<file path="src/rtl/ace_ccu_snoop_resp_tracker.sv">
// Tracks outstanding snoops per response port and releases each snoop's conflict-manager
// address once its response (and any snoop data) has fully completed.
module ace_ccu_snoop_resp_tracker #(
    parameter int unsigned NoRespPorts   = 2,
    parameter int unsigned MaxSnoopTrans = 4,
    parameter int unsigned AxiAddrWidth  = 64,
    parameter int unsigned CmAddrWidth   = 32,
    parameter int unsigned BlockOffset   = 6
) (
    input  logic                                     clk_i,
    input  logic                                     rst_ni,
    input  logic [NoRespPorts-1:0]                   ac_valid_i,
    input  logic [NoRespPorts-1:0]                   ac_ready_i,
    input  logic [NoRespPorts-1:0][AxiAddrWidth-1:0] ac_addr_i,
    output logic [NoRespPorts-1:0]                   ac_stall_o,
    input  logic [NoRespPorts-1:0]                   cr_valid_i,
    input  logic [NoRespPorts-1:0]                   cr_ready_i,
    input  logic [NoRespPorts-1:0]                   cr_data_transfer_i,
    input  logic [NoRespPorts-1:0]                   cd_valid_i,
    input  logic [NoRespPorts-1:0]                   cd_ready_i,
    input  logic [NoRespPorts-1:0]                   cd_last_i,
    output logic [NoRespPorts-1:0]                   cm_x_req_o,
    output logic [NoRespPorts-1:0][CmAddrWidth-1:0]  cm_x_addr_o,
    output logic [NoRespPorts-1:0]                   err_o
);
    localparam int unsigned PtrWidth = $clog2(MaxSnoopTrans);
    localparam int unsigned CntWidth = PtrWidth + 1;

    // state | meaning
    // RESP  | waiting for the snoop response of the head entry
    // DATA  | response announced data; waiting for the last CD beat
    typedef enum logic {
        RESP = 1'b0,
        DATA = 1'b1
    } state_e;

    for (genvar p = 0; p < NoRespPorts; p++) begin : g_port
        logic [CmAddrWidth-1:0] mem_q [MaxSnoopTrans];
        logic [PtrWidth-1:0]    wptr_q, rptr_q;
        logic [CntWidth-1:0]    count_q;
        logic [CmAddrWidth-1:0] addr_q;
        logic                   req_q, err_q;
        state_e                 state_q, state_d;
        logic                   ac_hs, cr_hs, cd_hs;
        logic                   full, empty, push, pop, err_set;

        assign ac_hs = ac_valid_i[p] & ac_ready_i[p];
        assign cr_hs = cr_valid_i[p] & cr_ready_i[p];
        assign cd_hs = cd_valid_i[p] & cd_ready_i[p];
        assign full  = (count_q == CntWidth'(MaxSnoopTrans));
        assign empty = (count_q == '0);

        always_comb begin
            state_d = state_q;
            pop     = 1'b0;
            err_set = 1'b0;
            unique case (state_q)
                RESP: begin
                    if (cd_hs) err_set = 1'b1;
                    if (cr_hs) begin
                        if (empty)                       err_set = 1'b1;
                        else if (cr_data_transfer_i[p])  state_d = DATA;
                        else                             pop     = 1'b1;
                    end
                end
                DATA: begin
                    if (cr_hs) err_set = 1'b1;
                    if (cd_hs && cd_last_i[p]) begin
                        pop     = 1'b1;
                        state_d = RESP;
                    end
                end
                default: state_d = RESP;
            endcase
            // A pop in the same cycle frees the slot, so a push into a full FIFO is still legal.
            push = ac_hs && (!full || pop);
            if (ac_hs && full && !pop) err_set = 1'b1;
        end

        always_ff @(posedge clk_i or negedge rst_ni) begin
            if (!rst_ni) state_q <= RESP;
            else         state_q <= state_d;
        end

        always_ff @(posedge clk_i or negedge rst_ni) begin
            if (!rst_ni) begin
                wptr_q  <= '0;
                rptr_q  <= '0;
                count_q <= '0;
                addr_q  <= '0;
                req_q   <= 1'b0;
                err_q   <= 1'b0;
                for (int i = 0; i < MaxSnoopTrans; i++) mem_q[i] <= '0;
            end else begin
                req_q <= pop;
                if (err_set) err_q <= 1'b1;
                if (push) begin
                    mem_q[wptr_q] <= ac_addr_i[p][BlockOffset +: CmAddrWidth];
                    wptr_q        <= wptr_q + 1'b1;
                end
                if (pop) begin
                    addr_q <= mem_q[rptr_q];
                    rptr_q <= rptr_q + 1'b1;
                end
                if (push && !pop)      count_q <= count_q + 1'b1;
                else if (pop && !push) count_q <= count_q - 1'b1;
            end
        end

        assign ac_stall_o[p]  = full;
        assign cm_x_req_o[p]  = req_q;
        assign cm_x_addr_o[p] = addr_q;
        assign err_o[p]       = err_q;
    end
endmodule

</file>
<file path="config.mk">
export PLATFORM = sky130hd
export DESIGN_NAME = ace_ccu_snoop_resp_tracker
export DESIGN_NICKNAME = d
export VERILOG_FILES = /design/src/rtl/ace_ccu_snoop_resp_tracker.sv
export SDC_FILE = /design/constraint.sdc
export NUM_CORES = 1
export LEC_CHECK = 0
export CAP_MARGIN = 30
export CORE_MARGIN = 4
export CORE_UTILIZATION = 50
export DETAILED_ROUTE_END_ITERATION = 8
export PLACE_DENSITY = 0.72
export SLEW_MARGIN = 15
export SYNTH_ARGS = -nofsm -noshare
export SYNTH_HDL_FRONTEND = slang
export SYNTH_SLANG_ARGS = --single-unit
</file>
<file path="constraint.sdc">
create_clock -name clk_i -period 2.6 [get_ports clk_i]
set_input_delay 0.26 -clock clk_i [delete_from_list [all_inputs] [get_ports clk_i]]
set_output_delay 0.26 -clock clk_i [all_outputs]
set_load 0.05 [all_outputs]
</file>
Yosys cells after proc, flatten, opt, wreduce, memory -nomap -nowiden
Index checks and enable logic that the tools add are counted.
{"block": "totals", "ramBits": 0, "in_bits": 146, "memories": 0, "regBits": 340, "latchBits": 0, "romBits": 0, "elab_cells": 124, "out_inout_bits": 70}
{"block": "op_classes", "div_mod_pow": 0, "n_eq_ne": 2, "n_addsub": 8, "mul": 0, "bitwise_logic": 12, "order_cmp": 6, "n_mux": 48, "shift": 0, "reduce_logical": 26}
{"operator": "$bwmux 128", "count": 2}
{"operator": "$mux 32", "count": 6}
{"operator": "$bmux 32 s2", "count": 2}
{"operator": "$demux 32 s2", "count": 2}
{"operator": "$mux 1", "count": 26}
{"operator": "$logic_and 1x1->1", "count": 14}
{"operator": "$ge 3x3->1 const B", "count": 4}
{"operator": "$mux 3", "count": 4}
{"operator": "$not 2->3", "count": 4}
{"operator": "$pmux 1 s2", "count": 6}
{"operator": "$add 2x1->2 const B", "count": 4}
{"operator": "$add 3x1->3 const B", "count": 2}
{"operator": "$and 1x1->1", "count": 6}
{"operator": "$eq 3x3->1 const B", "count": 2}
{"operator": "$logic_not 1->1", "count": 6}
{"operator": "$logic_not 3->1", "count": 2}
{"operator": "$lt 3x1->1 const B", "count": 2}
{"operator": "$sub 3x1->3 const B", "count": 2}
{"operator": "$reduce_bool 2->1", "count": 2}
{"operator": "$logic_or 1x1->1", "count": 2}
{"operator": "$not 1->1", "count": 2}

Depth between registers and ports, before layout
{"block": "depth", "ltp_word": 10, "mapped_depth": 9, "mapped_depth_nobuf": 8}

Worst setup path before layout
No wires, ideal clock.
{"block": "synth_timing", "path_type": "reg2reg", "start": "reg g_port[0].count_q[0]", "end": "reg g_port[0].count_q[1]", "path_slack_ps": 363, "stages_incl_launch_ff": 7, "period_less_slack_ps": 2237, "t_arrival_ps": 2112, "cell_sequence": "dfrtp_1 > nor3b_4 > a31oi_1 > ha_1 > inv_1 > fa_1 > mux2_2"}
{"element": "start, declared", "line": "40", "rtl": "logic [CntWidth-1:0] count_q;"}
{"element": "start signal, assigned", "line": "105", "rtl": "if (push && !pop) count_q <= count_q + 1'b1;"}
{"element": "start signal, assigned", "line": "106", "rtl": "else if (pop && !push) count_q <= count_q - 1'b1;"}
{"element": "$eq 3x3->1 *", "line": "50", "rtl": "assign full = (count_q == CntWidth'(MaxSnoopTrans));"}
{"element": "via g_port[0].full", "line": "45", "rtl": "logic full, empty, push, pop, err_set;"}
{"element": "$logic_not 1->1 *", "line": "76", "rtl": "push = ac_hs && (!full || pop);"}
{"element": "$logic_or 1x1->1 *", "line": "76"}
{"element": "$logic_and 1x1->1 *", "line": "76"}
{"element": "via g_port[0].push", "line": "45"}
{"element": "$logic_not 1->1", "line": "106"}
{"element": "$logic_and 1x1->1", "line": "106"}
{"element": "$reduce_bool 2->1 (no source line)"}
The timed path passes the listed nets; every way through them passes the cells marked *. The select of a mux whose other input is x is not followed.
A chain may end at the register's enable or synchronous reset.

Worst setup path after layout
{"block": "layout_timing", "start": "reg g_port[1].count_q[0]", "end": "out ac_stall_o[1]"}
{"block": "layout_via", "elab_chain_cells": 1}
{"element": "start, declared", "line": "40"}
{"element": "start signal, assigned", "line": "105"}
{"element": "start signal, assigned", "line": "106"}
{"element": "$eq 3x3->1", "line": "50"}
{"element": "end, declared", "line": "15", "rtl": "output logic [NoRespPorts-1:0] ac_stall_o,"}
Every way passes these cells.

==> metrics list <==
* Ordered list of cells on the worst path: nor3b_4 > buf_4 > clkdlybuf4s50_1
* Routed Wire Length: 30600 um
* Overall via count from detail_route: 8069
- In this run the worst hold path is classified as in -> async.
- I/O Pins: 216
- Once layout is complete, the utilization of the core stands at 0.619.
- Number of nets in the synthesized netlist: 1028
* Final setup TNS: 0 ps
* Slowest cell on crit path: clkdlybuf4s50_1
- Clock tree from TritonCTS: done
* Net total in the final layout: 1213
- After synthesis the cells add up to 0.0157 mm^2.
* Kind of cell with the highest combined delay on the critical path: buffers and inverters
- Initial antenna violation count: 1
- After detailed routing, the number of remaining DRC violations is 0.
- In this run the number of H-tree levels came out at 2.
* Simple-Gate Fraction of Synth Area: 0.0130
- Final Non-Filler Cells: 1480
- Unrepaired setup endpoints after global routing: false
- Count of distinct cell types in the synthesized netlist: 31
- Cell type with the largest total area after synthesis: dfrtp_1
- Register area share after synthesis: 0.541
- Half-perimeter wire length after placement: 19700 um
- By area, the combinational part of the netlist is dominated by multiplexers.
- Clock Latency Late Sink: 520 ps
* Synthesis-to-layout area growth: 21.3%
- Timing would allow up to 403 MHz.
* Fraction of synthesized area in multiplexers: 0.381
- Setup violations remaining at the end of the flow were counted as 0.
- Pin count of the biggest net entering global routing: 65
- The smallest clock period supported by the final layout is computed as 2480 ps.
- Number of enable flip-flop cells after synthesis: 0
* Mean routed wirelength per cell: 20.7 um
* Most used standard cell by instance count after synthesis: dfrtp_1
- Type of the setup path with the least slack: reg -> out
- Ratio of routed vias to standard cells: 5.45
* Worst slew margin: 0.611
- By area the synthesized netlist is led by dfrtp_1, mux2_4, mux4_2, mux2_2, buf_6.
- The largest single stage delay on the critical path is 830 ps.
- Clk sink count: 340
- In the synthesized netlist the dominant register cell turns out to be dfrtp_1.
* Number of filler instances in the final layout: 2196
- At the end of routability-driven placement, the weighted congestion stood at 0.785.
- Static leakage: 8.26 nW
- Yosys warns: 0
- The initial utilization of the core area, before any placement, comes to 0.510.
* Total of max-cap violations: 0
- Post-CTS Repair Setup Buffers: 0
* Fin crit share: 0.954
- Data required, critical path: 2340 ps
- Die H: 185 um
- The synthesized design contains 340 register bits.
- Critical path peak fanout: 6
- Clock-pin transition on the worst setup and hold timing paths: 60 ps
- In this run, the number of DRC markers left after iteration 0 of detailed routing was 345.
- Global-route wire length before repair: 50500 um
* Synth top area share: 0.541
- Final worst hold slack: 287 ps
- The number of global-route vias before repair was 9072.
- The detail route stage leaves a number of antenna-violating nets equal to 0.
- By count the netlist is led by dfrtp_1, mux2_4, mux2_2.
* Resized Gates After CTS: 0
* Total Die Area: 0.0344 mm^2
- Placeable core region: 0.0308 mm^2
- In the final layout, the share of cells above drive strength 1 is 0.473.
- Root Driver: clkbuf_16
- Before antenna repair, the detailed router went through 4 iterations.
* Post-synthesis adder-cell area fraction: 0.0105
* Fraction of registers with async set/reset: 1.00
- The complex-gate fraction of the synthesized area came to 0.0174.
- Buffers placed on the I/O ports in this run total 151.
* Slew of the pin with the lowest slew margin: 582 ps
- Maximum buffer depth of the clock tree: 3
* Data arrival, critical path: 2220 ps
- The number of slew-limit violations in the final report is 0.
- Number of buffers inserted by hold repair at cts: 1
- Avg Inst Size Synth: 18.1 um^2
* Final hold violation count: 0
* Combined global-route utilization of all metal layers: 0.183
* Worst VDD drop: 936 uV
- The worst setup path is launched from a register.
- Buffers & Inverters on Critical Path: 2
- The die is 185 um wide.
- Synthesis handed over a netlist of 870 instances.
* GRT Residual Overflow: 0
- Of the total synthesized cell area, the portion taken by XOR and XNOR cells is 0.00557.
- Pwr Density: 1330 mW/mm^2
- Critical Path Sink Type: primary output
- Cell total after placement: 1411
- The floorplan has 64 rows.
- Number of CTS-inserted buffers: 37
- The flow ran to the end, and the final reports show no timing, DRC or antenna violations.
- On the final layout, the worst clock skew is 25.1 ps.
## worst paths after layout
kind / startpoint / to / slack (ps) / cells after the start
max: g_port[1].count_q[0] / ac_stall_o[1] / 120 / 3
min: rst_ni / g_port[1].mem_q[40] / 290 / 2
max reg2reg: g_port[1].state_q / g_port[1].count_q[2] / 400 / 8
min reg2reg: g_port[0].count_q[2] / g_port[0].count_q[2] / 500 / 1
max in group asynchronous: rst_ni / g_port[1].addr_q[26] / 1440 / 3
min in group clk_i: cr_ready_i[1] / g_port[1].err_q / 440 / 3
## cells in the final DEF (no fill, tap or decap), drive strengths merged, types with 4 or more instances in the layout
cell type      count
a31oi             12
buf               49
clkbuf            57
clkdlybuf4s50    150
clkinv             5
dfrtp            340
ha                10
inv               14
mux2             324
mux4              64
nand3             12
nor3               4
o211ai             4
o21ai              4
xnor2              6
xor2               4
## per-layer routing
metal  part of all wire  up-vias  wire length, um  global-route usage
met2               0.47      138            14500               0.292
met3              0.045       36             1370              0.0334
met1               0.47     4313            14300               0.265
met4              0.017        0              507              0.0423
met5                  0        -                0                   0
li1                   -     3582                -                   -
## layout make-up
| cell class | instances | area, um^2 | area share |
|---|---|---|---|
| sequential | 340 | 8510 | 0.446 |
| tap | 396 | 495 | 0.0260 |
| inverter | 12 | 45.0 | 0.00236 |
| multi-input combinational | 464 | 6720 | 0.352 |
| timing repair buffer | 200 | 2070 | 0.109 |
| clock buffer | 57 | 1120 | 0.0588 |
| clock inverter | 10 | 110 | 0.00577 |
| antenna | 1 | 2.50 | 0.000131 |
## registers in the layout, summed over array words and instances, names as in the netlist
signal,cells
g_port.wptr_q,4
g_port.err_q,2
g_port.count_q,6
g_port.rptr_q,4
g_port.req_q,2
g_port.addr_q,64
g_port.state_q,2
g_port.mem_q,256
## kinds of logic (layout without fill, tap and decap cells)
family                     Yosys count  after routing
adders and majority gates           12             12
xor gates and xnor gates            10             10
buffers and inverters               66            279
and+or+nand+nor                     30             30
other                                0              1
AOI/OAI and AO/OA                   24             24
muxes                              388            388
DFF                                340            340
## metrics by stage
step | total power, mW | worst slack [ps] | instance area, um^2
after global placement | 20.1 | 210 | 17800
after detailed placement | 20.4 | 121 | 17800
after global routing | 26.8 | 52.2 | 19100
after floorplan | 17.5 | 363 | 15700
after CTS | 25.8 | 86.1 | 19100
final | 25.5 | 119 | 19100
## worst reg2reg max path, stage by stage, from the launching register on
cell and delay (ps):
dfrtp_1 410, nand4bb_1 290, a31oi_1 300, ha_1 230
inv_1 60, fa_1 380, xor2_1 180, nor2_1 110
xor2_1 160
## report_power, final
part / switching (mW) / total (mW) / internal [mW] / leakage (nW)
Sequential: 1.61 / 9.56 / 7.94 / 4.10
Clock: 2.05 / 5.22 / 3.17 / 0.609
Combinational: 4.41 / 10.7 / 6.28 / 3.55
(Power assumes the default switching activity.)
